<file path="config.mk">
export PLATFORM = sky130hd
export DESIGN_NAME = seno_sequencer
export DESIGN_NICKNAME = d
export VERILOG_FILES = /design/src/rtl/seno_sequencer.sv
export SDC_FILE = /design/constraint.sdc
export NUM_CORES = 1
export LEC_CHECK = 0
export ABC_AREA = 1
export BUFFER_PORTS_ARGS = -buffer_cell sky130_fd_sc_hd__buf_2
export CORE_ASPECT_RATIO = 1.5
export CORE_MARGIN = 2
export CORE_UTILIZATION = 30
export CTS_BUF_LIST = sky130_fd_sc_hd__clkbuf_16
export DETAILED_ROUTE_END_ITERATION = 6
export PLACE_DENSITY_LB_ADDON = 0.08
export SLEW_MARGIN = 5
export SYNTH_ARGS = -nofsm -noshare
export SYNTH_HDL_FRONTEND = slang
export SYNTH_SLANG_ARGS = --single-unit
</file>
<file path="constraint.sdc">
create_clock -name clk -period 45.5 [get_ports clk]
set_input_delay 9.1 -clock clk [delete_from_list [all_inputs] [get_ports clk]]
set_output_delay 9.1 -clock clk [all_outputs]
set_load 0.01 [all_outputs]
</file>
<file path="src/rtl/seno_sequencer.sv">
// Sine-table address generator and registered valid/ready sample streamer for dmem_seno.
// Optional SENO_SEQ_BOUNCE_EN: reflect the index at the table ends instead of wrapping.
module seno_sequencer #(
  parameter int unsigned DEPTH  = 8100,
  parameter int unsigned DATA_W = 32,
  parameter int unsigned STEP_W = 16
) (
  input  logic              clk,
  input  logic              rst,
  input  logic              start,
  input  logic              stop,
  input  logic [31:0]       base,
  input  logic [STEP_W-1:0] step,
  input  logic [31:0]       count,
  output logic [31:0]       rom_addr,
  input  logic [DATA_W-1:0] rom_rd,
  output logic [DATA_W-1:0] sample,
  output logic              sample_valid,
  input  logic              sample_ready,
  output logic              busy,
  output logic              done
);

  localparam int unsigned ADDR_W = 32;
  localparam logic [ADDR_W-1:0] DEPTH_A = ADDR_W'(DEPTH);
  localparam logic [ADDR_W-1:0] LAST_A  = ADDR_W'(DEPTH - 1);
`ifdef SENO_SEQ_BOUNCE_EN
  localparam logic [ADDR_W-1:0] TWICE_LAST_A = ADDR_W'(2 * (DEPTH - 1));
`endif

  localparam logic [1:0] IDLE  = 2'd0;
  localparam logic [1:0] RUN   = 2'd1;
  localparam logic [1:0] DRAIN = 2'd2;

  logic [1:0]        state, state_nxt;
  logic [ADDR_W-1:0] idx, idx_adv, step_q, step_ext, sum;
  logic [31:0]       cnt;
  logic              cont;
  logic              accept, load, last_load, drain_acc;
`ifdef SENO_SEQ_BOUNCE_EN
  logic              dir, dir_adv;  // 0 = up, 1 = down
`endif

  assign rom_addr = idx;

  // Next-state and datapath advance
  always_comb begin
    state_nxt = state;
    accept    = 1'b0;
    load      = 1'b0;
    last_load = 1'b0;
    drain_acc = 1'b0;
    step_ext  = ADDR_W'(step);
    sum       = idx + step_q;
    idx_adv   = sum;
`ifdef SENO_SEQ_BOUNCE_EN
    dir_adv   = dir;
    if (!dir) begin
      if (sum > LAST_A) begin
        idx_adv = TWICE_LAST_A - sum;
        dir_adv = 1'b1;
      end
    end else if (idx < step_q) begin
      idx_adv = step_q - idx;
      dir_adv = 1'b0;
    end else begin
      idx_adv = idx - step_q;
    end
`else
    if (sum >= DEPTH_A) idx_adv = sum - DEPTH_A;
`endif

    case (state)
      IDLE: begin
        accept = start && !stop;
        if (accept) state_nxt = RUN;
      end
      RUN: begin
        load      = !stop && (!sample_valid || sample_ready);
        last_load = load && !cont && (cnt == 32'd1);
        if (last_load) state_nxt = DRAIN;
      end
      DRAIN: begin
        drain_acc = !stop && sample_valid && sample_ready;
        if (drain_acc) state_nxt = IDLE;
      end
      default: state_nxt = IDLE;
    endcase

    if (stop) state_nxt = IDLE;
  end

  // State, run parameters and sample register
  always_ff @(posedge clk) begin
    if (rst) begin
      state        <= IDLE;
      idx          <= '0;
      step_q       <= '0;
      cnt          <= '0;
      cont         <= 1'b0;
      sample       <= '0;
      sample_valid <= 1'b0;
      busy         <= 1'b0;
      done         <= 1'b0;
`ifdef SENO_SEQ_BOUNCE_EN
      dir          <= 1'b0;
`endif
    end else begin
      state <= state_nxt;
      busy  <= (state_nxt != IDLE);
      done  <= drain_acc;

      if (accept) begin
        idx    <= base % DEPTH_A;
        step_q <= (step_ext >= DEPTH_A) ? LAST_A : step_ext;
        cnt    <= count;
        cont   <= (count == 32'd0);
`ifdef SENO_SEQ_BOUNCE_EN
        dir    <= 1'b0;
`endif
      end

      if (stop || drain_acc) begin
        sample_valid <= 1'b0;
      end else if (load) begin
        sample       <= rom_rd;
        sample_valid <= 1'b1;
        idx          <= idx_adv;
        if (!cont) cnt <= cnt - 32'd1;
`ifdef SENO_SEQ_BOUNCE_EN
        dir          <= dir_adv;
`endif
      end
    end
  end

endmodule
</file>
==> results of run 1 <==
-- path summary, 6_finish.rpt --
check | end | slack [ns] | start
worst max-delay path | rom_addr[3] | 21.93 | base[22]
worst min-delay path | step_q[14] | 0.45 | step_q[14]
worst min register to register | step_q[14] | 0.45 | step_q[14]
worst max register to register | rom_addr[31] | 38.94 | rom_addr[2]
-- Yosys cell counts, types with 4 or more instances --
cell	count	area, um^2
a211oi_1	10	75.1
a21oi_1	102	510
a21oi_2	8	70.1
a221oi_1	13	114
a31oi_1	16	100
and2_1	5	31.3
buf_1	4	15.0
clkbuf_1	36	135
clkbuf_8	8	110
clkinv_1	8	30.0
dfxtp_1	118	2360
ha_1	20	250
inv_1	319	1200
inv_2	42	158
inv_4	14	87.6
inv_6	4	35.0
nand2_1	593	2230
nand2_2	137	857
nand2_4	129	1450
nand2_8	10	200
nand3_1	232	1160
nand3_2	20	200
nand3_4	7	123
nand3b_1	10	75.1
nand4_1	30	188
nand4_2	14	175
nor2_1	294	1100
nor2_2	27	169
nor2_4	26	293
nor3_1	41	205
nor4_1	12	75.1
o211ai_1	29	218
o211ai_2	6	75.1
o21ai_0	102	510
o21ai_1	25	125
o21ai_2	24	210
o21bai_1	7	52.6
o221ai_1	4	35.0
xnor2_1	12	105
xor2_1	100	876
-- kinds of logic after synthesis --
family                     share of synthesized area (%)
buffers and inverters                               12.1
AOI/OAI and AO/OA                                   13.9
and+or+nand+nor                                     51.8
adders and majority gates                           1.63
DFF                                                 14.2
xor gates and xnor gates                            6.33
-- registers in the layout, indices dropped and copies added, names as in the netlist --
name and cells:
cont 1, cnt 32, sample 32, done 1, state 2, busy 1
step_q 16, rom_addr 32, sample_valid 1
-- area by class of cell --
type | instances | share of cell area, %
Multi-Input combinational cell | 2102 | 65.7
Sequential cell | 118 | 12.7
Inverter | 397 | 8.68
Timing Repair Buffer | 191 | 5.24
Tap cell | 695 | 4.67
Clock buffer | 17 | 2.28
Clock inverter | 13 | 0.759
-- per-layer routing --
layer	vias to the layer above	track usage, %	part of all wire (%)
li1	8881	-	-
met1	7719	18.7	40
met2	274	36.8	55
met3	83	1.59	2.1
met4	2	6.80	3.0
met5	-	0	0.023
-- per-stage QoR --
step	instances	hold WS, ns	utilization, %
6_report	3533	0.452	34.0
5_1_grt	3533	0.468	34.0
4_1_cts	3533	0.451	34.0
3_5_place_dp	3503	0.442	33.0
3_3_place_gp	3503	0.435	33.0
2_1_floorplan	2676	0.428	-
-- critical path: cells and delay by family --
kind	cells	cell delay [ns]
buffers and inverters	9	1.06
AO/OA/AOI/OAI	9	1.73
AND/OR/NAND/NOR	101	11.35
XOR/XNOR	2	0.56
==> results.toml, run 1 <==
[sta]
rsz0062_at_grt = "false"
final-hold-violation-count = 0
max_freq_ghz = 0.0424
finalSetupViolCount = 0
tightest_slew_ns = 0.860
tns_ns = 0
finClkSkew_ns = 0.00909
setup_slack_ns = 21.93
fin_crit_sh_pct = 51.8
slew_headroom_pct = 42.7
period_needed_ns = 23.57
maxSlewViolCount = 0

[synthesis]
async_reset_ff_share_pct = 0
yosysSeqAreaShare_pct = 14.2
postSynthAreaPerCell_um2 = 6.21
synth_cells = 2676
synth_fp_nets = 2814
synth_edf_count = 0
synth_ff_type = "dfxtp_1"
synth.distinct_cells = 73
netlist_area_mm2 = 0.0166
ys_seq_elements = 118
yosysWarnings = 0

[layout]
fin_nets = 2965
multiInputGateArea_mm2 = 0.0122
antenna_cells = 0
ff_latch_area_mm2 = 0.00236
layout-drive-gt1-share_pct = 25.2
mostFrequentLayoutCells = "nand2_1, inv_1, nor2_1"
fillers = 6178
final_common_cell = "nand2_1"
area_growth_pct = 12.1
finish.instance_area_mm2 = 0.0186

[routing]
dr.pass1.iters = 5
postRouteAntennaNets = 0
drt_iter0_markers = 500
drc = 0
drt-total-wl_mm = 51.8
wire_per_inst_um = 14.7
vias = 17000
avgViaCountPerCell = 4.80

[global_routing]
grt_pass1_vias = 17200
grt-ovfl-total = 0
grt_pass1_wl_mm = 85.0
grt_antenna_before_repair = 1
grt_usage_pct = 18.1
grt_max_degree = 69

[cts]
clock-sinks = 118
clockBufferDepth = 2
postCtsHoldBufs = 0
cts_setup_buffers = 0
post_cts_resize_count = 0
numCtsBuffers = 17
clk_latency_ns = 0.43
cts_tree = "done"
htree_levels = 4
cts.clk_slew.worst_paths_ns = 0.06
cts_root_buf = "clkbuf_16"

[worst_setup_path]
rr_worst_depth = 34
path_common_cell = "nand2_4"
slowest_stage = "o21ai_1"
startpoint_type = "input pin"
critPathMaxStageDelay_ns = 0.31
crit_path_max_fanout = 15
end_kind = "register"
critical_path_class = "in -> reg"
required_ns = 45.87
cp.arrival_ns = 23.94

[die]
initial_core_util_pct = 30.3
die_y_um = 292
dieArea_mm2 = 0.0573
ioPinCount = 184
core_mm2 = 0.0548
die_x_um = 196
rows = 105

[place]
hpwl_mm = 42.6
gp_congestion = 0.854
placed_area_mm2 = 0.0181
io_buffers = 183
dp_slack_ns = 21.35

[status]
outcome = "complete, no violations"

[min_path]
whs_path_depth = 2
min_path_type = "reg -> reg"

[flow_run]
drv_cap = 0
Power of run 1 is left out: the tool's default activity adds up to more than one toggle a clock period on the data nets, which glitch-free logic cannot reach.
==> run 2, diff against run 1 <==
==> constraint.sdc (replaced) <==
create_clock -name clk -period 23.2 [get_ports clk]
set_input_delay 4.64 -clock clk [delete_from_list [all_inputs] [get_ports clk]]
set_output_delay 4.64 -clock clk [all_outputs]
set_load 0.01 [all_outputs]
==> results.toml, run 2 (same netlist as run 1, synthesis figures left out) <==
[status]
outcome = "complete, no violations"

[die]
core_mm2 = 0.0548
ioPinCount = 184
die_x_um = 196
initial_core_util_pct = 30.3
rows = 105
dieArea_mm2 = 0.0573
die_y_um = 292

[layout]
fin_nets = 2965
layout-drive-gt1-share_pct = 25.1
final_common_cell = "nand2_1"
mostFrequentLayoutCells = "nand2_1, inv_1, nor2_1"
fillers = 6111
utilization_pct = 34.0
ff_latch_area_mm2 = 0.00236
antenna_cells = 0
area_growth_pct = 12.2
multiInputGateArea_mm2 = 0.0122

[cts]
postCtsHoldBufs = 0
cts.clk_slew.worst_paths_ns = 0.06
htree_levels = 4
clk_latency_ns = 0.43
cts_setup_buffers = 0
cts_root_buf = "clkbuf_16"
cts_tree = "done"
post_cts_resize_count = 0
clock-sinks = 118
clockBufferDepth = 2
numCtsBuffers = 17

[routing]
postRouteAntennaNets = 0
drt-total-wl_mm = 51.4
drt_iter0_markers = 507
dr.pass1.iters = 5
avgViaCountPerCell = 4.80
wire_per_inst_um = 14.6
vias = 16900
drc = 0

[sta]
rsz0062_at_grt = "false"
slew_headroom_pct = 43.6
tightest_slew_ns = 0.847
max_freq_ghz = 0.0525
maxSlewViolCount = 0
tns_ns = 0
finClkSkew_ns = 0.00673
final-hold-violation-count = 0
fin_crit_sh_pct = 82.2
period_needed_ns = 19.06
finalSetupViolCount = 0
setup_slack_ns = 4.14

[flow_run]
drv_cap = 0

[worst_setup_path]
startpoint_type = "input pin"
crit_path_max_fanout = 15
rr_worst_depth = 34
r2r-start = "rom_addr[2]"
end_kind = "register"
startpoint = "base[22]"
path_buf_inv = 11
critical_path_class = "in -> reg"
slowest_stage = "inv_1"
path_common_cell = "nand2_4"
path_depth = 124
critPathCapture = "rom_addr[3]"
crit_family = "simple AND/OR/NAND/NOR gates"
critPathMaxStageDelay_ns = 0.32
worstReg2RegEnd = "rom_addr[31]"
rrSetupSlack_ns = 16.65
cp.arrival_ns = 19.38
required_ns = 23.53

[global_routing]
grt_max_degree = 69
grt_antenna_before_repair = 1
grt_pass1_vias = 17200
grt-ovfl-total = 0
grt_pass1_wl_mm = 84.5
grt_usage_pct = 17.9

[place]
gp_congestion = 0.855
io_buffers = 183
dp_slack_ns = 3.51
hpwl_mm = 42.2

[min_path]
min_path_type = "reg -> reg"
[run 2: cell count changes in the layout (fill, tap and decap cells not counted)]
cell / delta
inv_1: +1
clkinv_1: +1
clkinv_2: -1
[run 2: area by class of cell]
type	instances	area share, %
Timing Repair Buffer	191	5.24
Multi-Input combinational cell	2102	65.7
Tap cell	695	4.67
Inverter	397	8.68
Clock buffer	17	2.28
Sequential cell	118	12.7
Clock inverter	14	0.772
[run 2: worst min path at each step]
stage | start | end | slack (ns) | cells past startpoint
after floorplan | step_q[13] | step_q[13] | 0.43 | 2
after global placement | step_q[14] | step_q[14] | 0.43 | 2
after detailed placement | step_q[14] | step_q[14] | 0.44 | 2
after CTS | step_q[14] | step_q[14] | 0.45 | 2
after global routing | step_q[13] | step_q[13] | 0.47 | 2
final | step_q[14] | step_q[14] | 0.45 | 2
[run 2: metal layers]
layer	GRT usage (%)	wire length (um)	share of wire [%]
met1	18.6	20500	40
met2	37.1	28600	56
met3	1.51	1060	2.1
met4	5.80	1260	2.4
met5	0	13	0.025
[run 2: worst register-to-register path: cells and delay by family (launching register included)]
kind	cells	cell delay, ns
and+or+nand+nor	22	3.28
AOI/OAI and AO/OA	6	1.58
buffers and inverters	4	0.68
DFF	1	0.34
adders and majority gates	1	0.34
xor gates and xnor gates	1	0.20
[run 2: metrics by stage]
| step | cell area, um^2 | hold WS (ns) | cells |
|---|---|---|---|
| 2_1_floorplan | 16600 | 0.428 | 2676 |
| 3_3_place_gp | 18100 | 0.435 | 3503 |
| 3_5_place_dp | 18100 | 0.444 | 3503 |
| 4_1_cts | 18600 | 0.452 | 3534 |
| 5_1_grt | 18600 | 0.468 | 3534 |
| 6_report | 18600 | 0.449 | 3534 |
Power of run 2 is left out for the same reason.
==> run 3, diff against run 2 <==
==> constraint.sdc (replaced) <==
create_clock -name clk -period 16.39 [get_ports clk]
set_input_delay 3.278 -clock clk [delete_from_list [all_inputs] [get_ports clk]]
set_output_delay 3.278 -clock clk [all_outputs]
set_load 0.01 [all_outputs]
==> results.toml, run 3 (same netlist as run 1, synthesis figures left out) <==
[status]
outcome = "complete, no violations"

[layout]
fillers = 5751
area_growth_pct = 50.0
finish.instance_area_mm2 = 0.0249
fin_nets = 3483
mostFrequentLayoutCells = "nand2_1, buf_4, inv_1"
layout-drive-gt1-share_pct = 45.1
final_common_cell = "nand2_1"
antenna_cells = 0

[die]
die_x_um = 196
initial_core_util_pct = 30.3
ioPinCount = 184
core_mm2 = 0.0548
rows = 105
dieArea_mm2 = 0.0573
die_y_um = 292

[flow_run]
drv_cap = 0

[worst_setup_path]
critPathMaxStageDelay_ns = 0.23
startpoint_type = "input pin"
cp.arrival_ns = 16.47
end_kind = "register"
required_ns = 16.76
critical_path_class = "in -> reg"
crit_path_max_fanout = 8
path_common_cell = "nand2_4"
slowest_stage = "xnor2_1"

[global_routing]
grt_pass1_vias = 18700
grt_pass1_wl_mm = 88.7
grt_antenna_before_repair = 1
grt_usage_pct = 18.7
grt-ovfl-total = 0
grt_max_degree = 69

[sta]
slew_headroom_pct = 44.3
fin_crit_sh_pct = 98.3
max_freq_ghz = 0.0621
rsz0062_at_grt = "true"
tightest_slew_ns = 0.836
final-hold-violation-count = 0
finalSetupViolCount = 0
maxSlewViolCount = 0
period_needed_ns = 16.11
finClkSkew_ns = 0.00606

[cts]
clk_latency_ns = 0.43
cts.clk_slew.worst_paths_ns = 0.06
htree_levels = 4
cts_root_buf = "clkbuf_16"
numCtsBuffers = 17
clock-sinks = 118
cts_tree = "done"
clockBufferDepth = 2

[routing]
dr.pass1.iters = 5
wire_per_inst_um = 14.0
drc = 0
avgViaCountPerCell = 4.73
drt-total-wl_mm = 56.9
postRouteAntennaNets = 0
drt_iter0_markers = 586
vias = 19200

[min_path]
min_path_type = "reg -> reg"

[place]
hpwl_mm = 45.1
io_buffers = 183
placed_area_mm2 = 0.0214
gp_congestion = 0.848
## run 3: stage by stage
stage          worst slack [ns]  hold slack [ns]  utilization (%)  setup TNS (ns)  std cells
5_1_grt                  -0.720            0.476             45.5           -7.60       4052
3_3_place_gp             -0.610            0.439             39.1           -6.12       3945
2_1_floorplan             0.796            0.428                -               0       2676
6_report                  0.281            0.451             45.5               0       4052
4_1_cts                 -0.0153            0.452             40.6         -0.0153       3984
3_5_place_dp             -0.780            0.443             39.1           -7.88       3945
## run 3: metal layers
metal,part of all wire (%),GRT usage [%],vias up
li1,-,-,9957
met1,37,18.4,8833
met2,58,39.9,289
met3,2.0,1.51,88
met4,2.7,6.12,2
met5,0.028,0,-
## run 3: critical path: cells and delay by family
kind / cells / cell delay, ns
and+or+nand+nor: 108 / 10.73
buffers and inverters: 17 / 1.56
xor gates and xnor gates: 1 / 0.23
AOI/OAI and AO/OA: 5 / 0.59
## run 3: final cells by class
class	count	area (um^2)	area share, %
multi-input combinational	2112	14500	58.1
timing repair buffer	699	4950	19.8
sequential	118	2360	9.48
inverter	397	1640	6.57
tap	695	870	3.49
clock buffer	17	425	1.71
clock inverter	14	209	0.838
## run 3: path summary, 6_finish.rpt
check | start | end | slack [ns] | depth (start not counted)
worst max-delay path | base[23] | rom_addr[3] | 0.28 | 131
worst min-delay path | step_q[15] | step_q[15] | 0.45 | 2
worst min register to register | step_q[15] | step_q[15] | 0.45 | 2
worst max register to register | rom_addr[2] | rom_addr[31] | 9.87 | 34
## run 3: timing repair
| item | in CTS | in global routing |
|---|---|---|
| buffers inserted | 7 | 59 |
| pin swaps | 6 | 174 |
| hold buffers | 0 | 0 |
| endpoints found under the setup margin | 11 | 11 |
| gates resized for setup | 34 | 472 |
| gates cloned | 1 | 9 |
Power of run 3 is left out for the same reason.
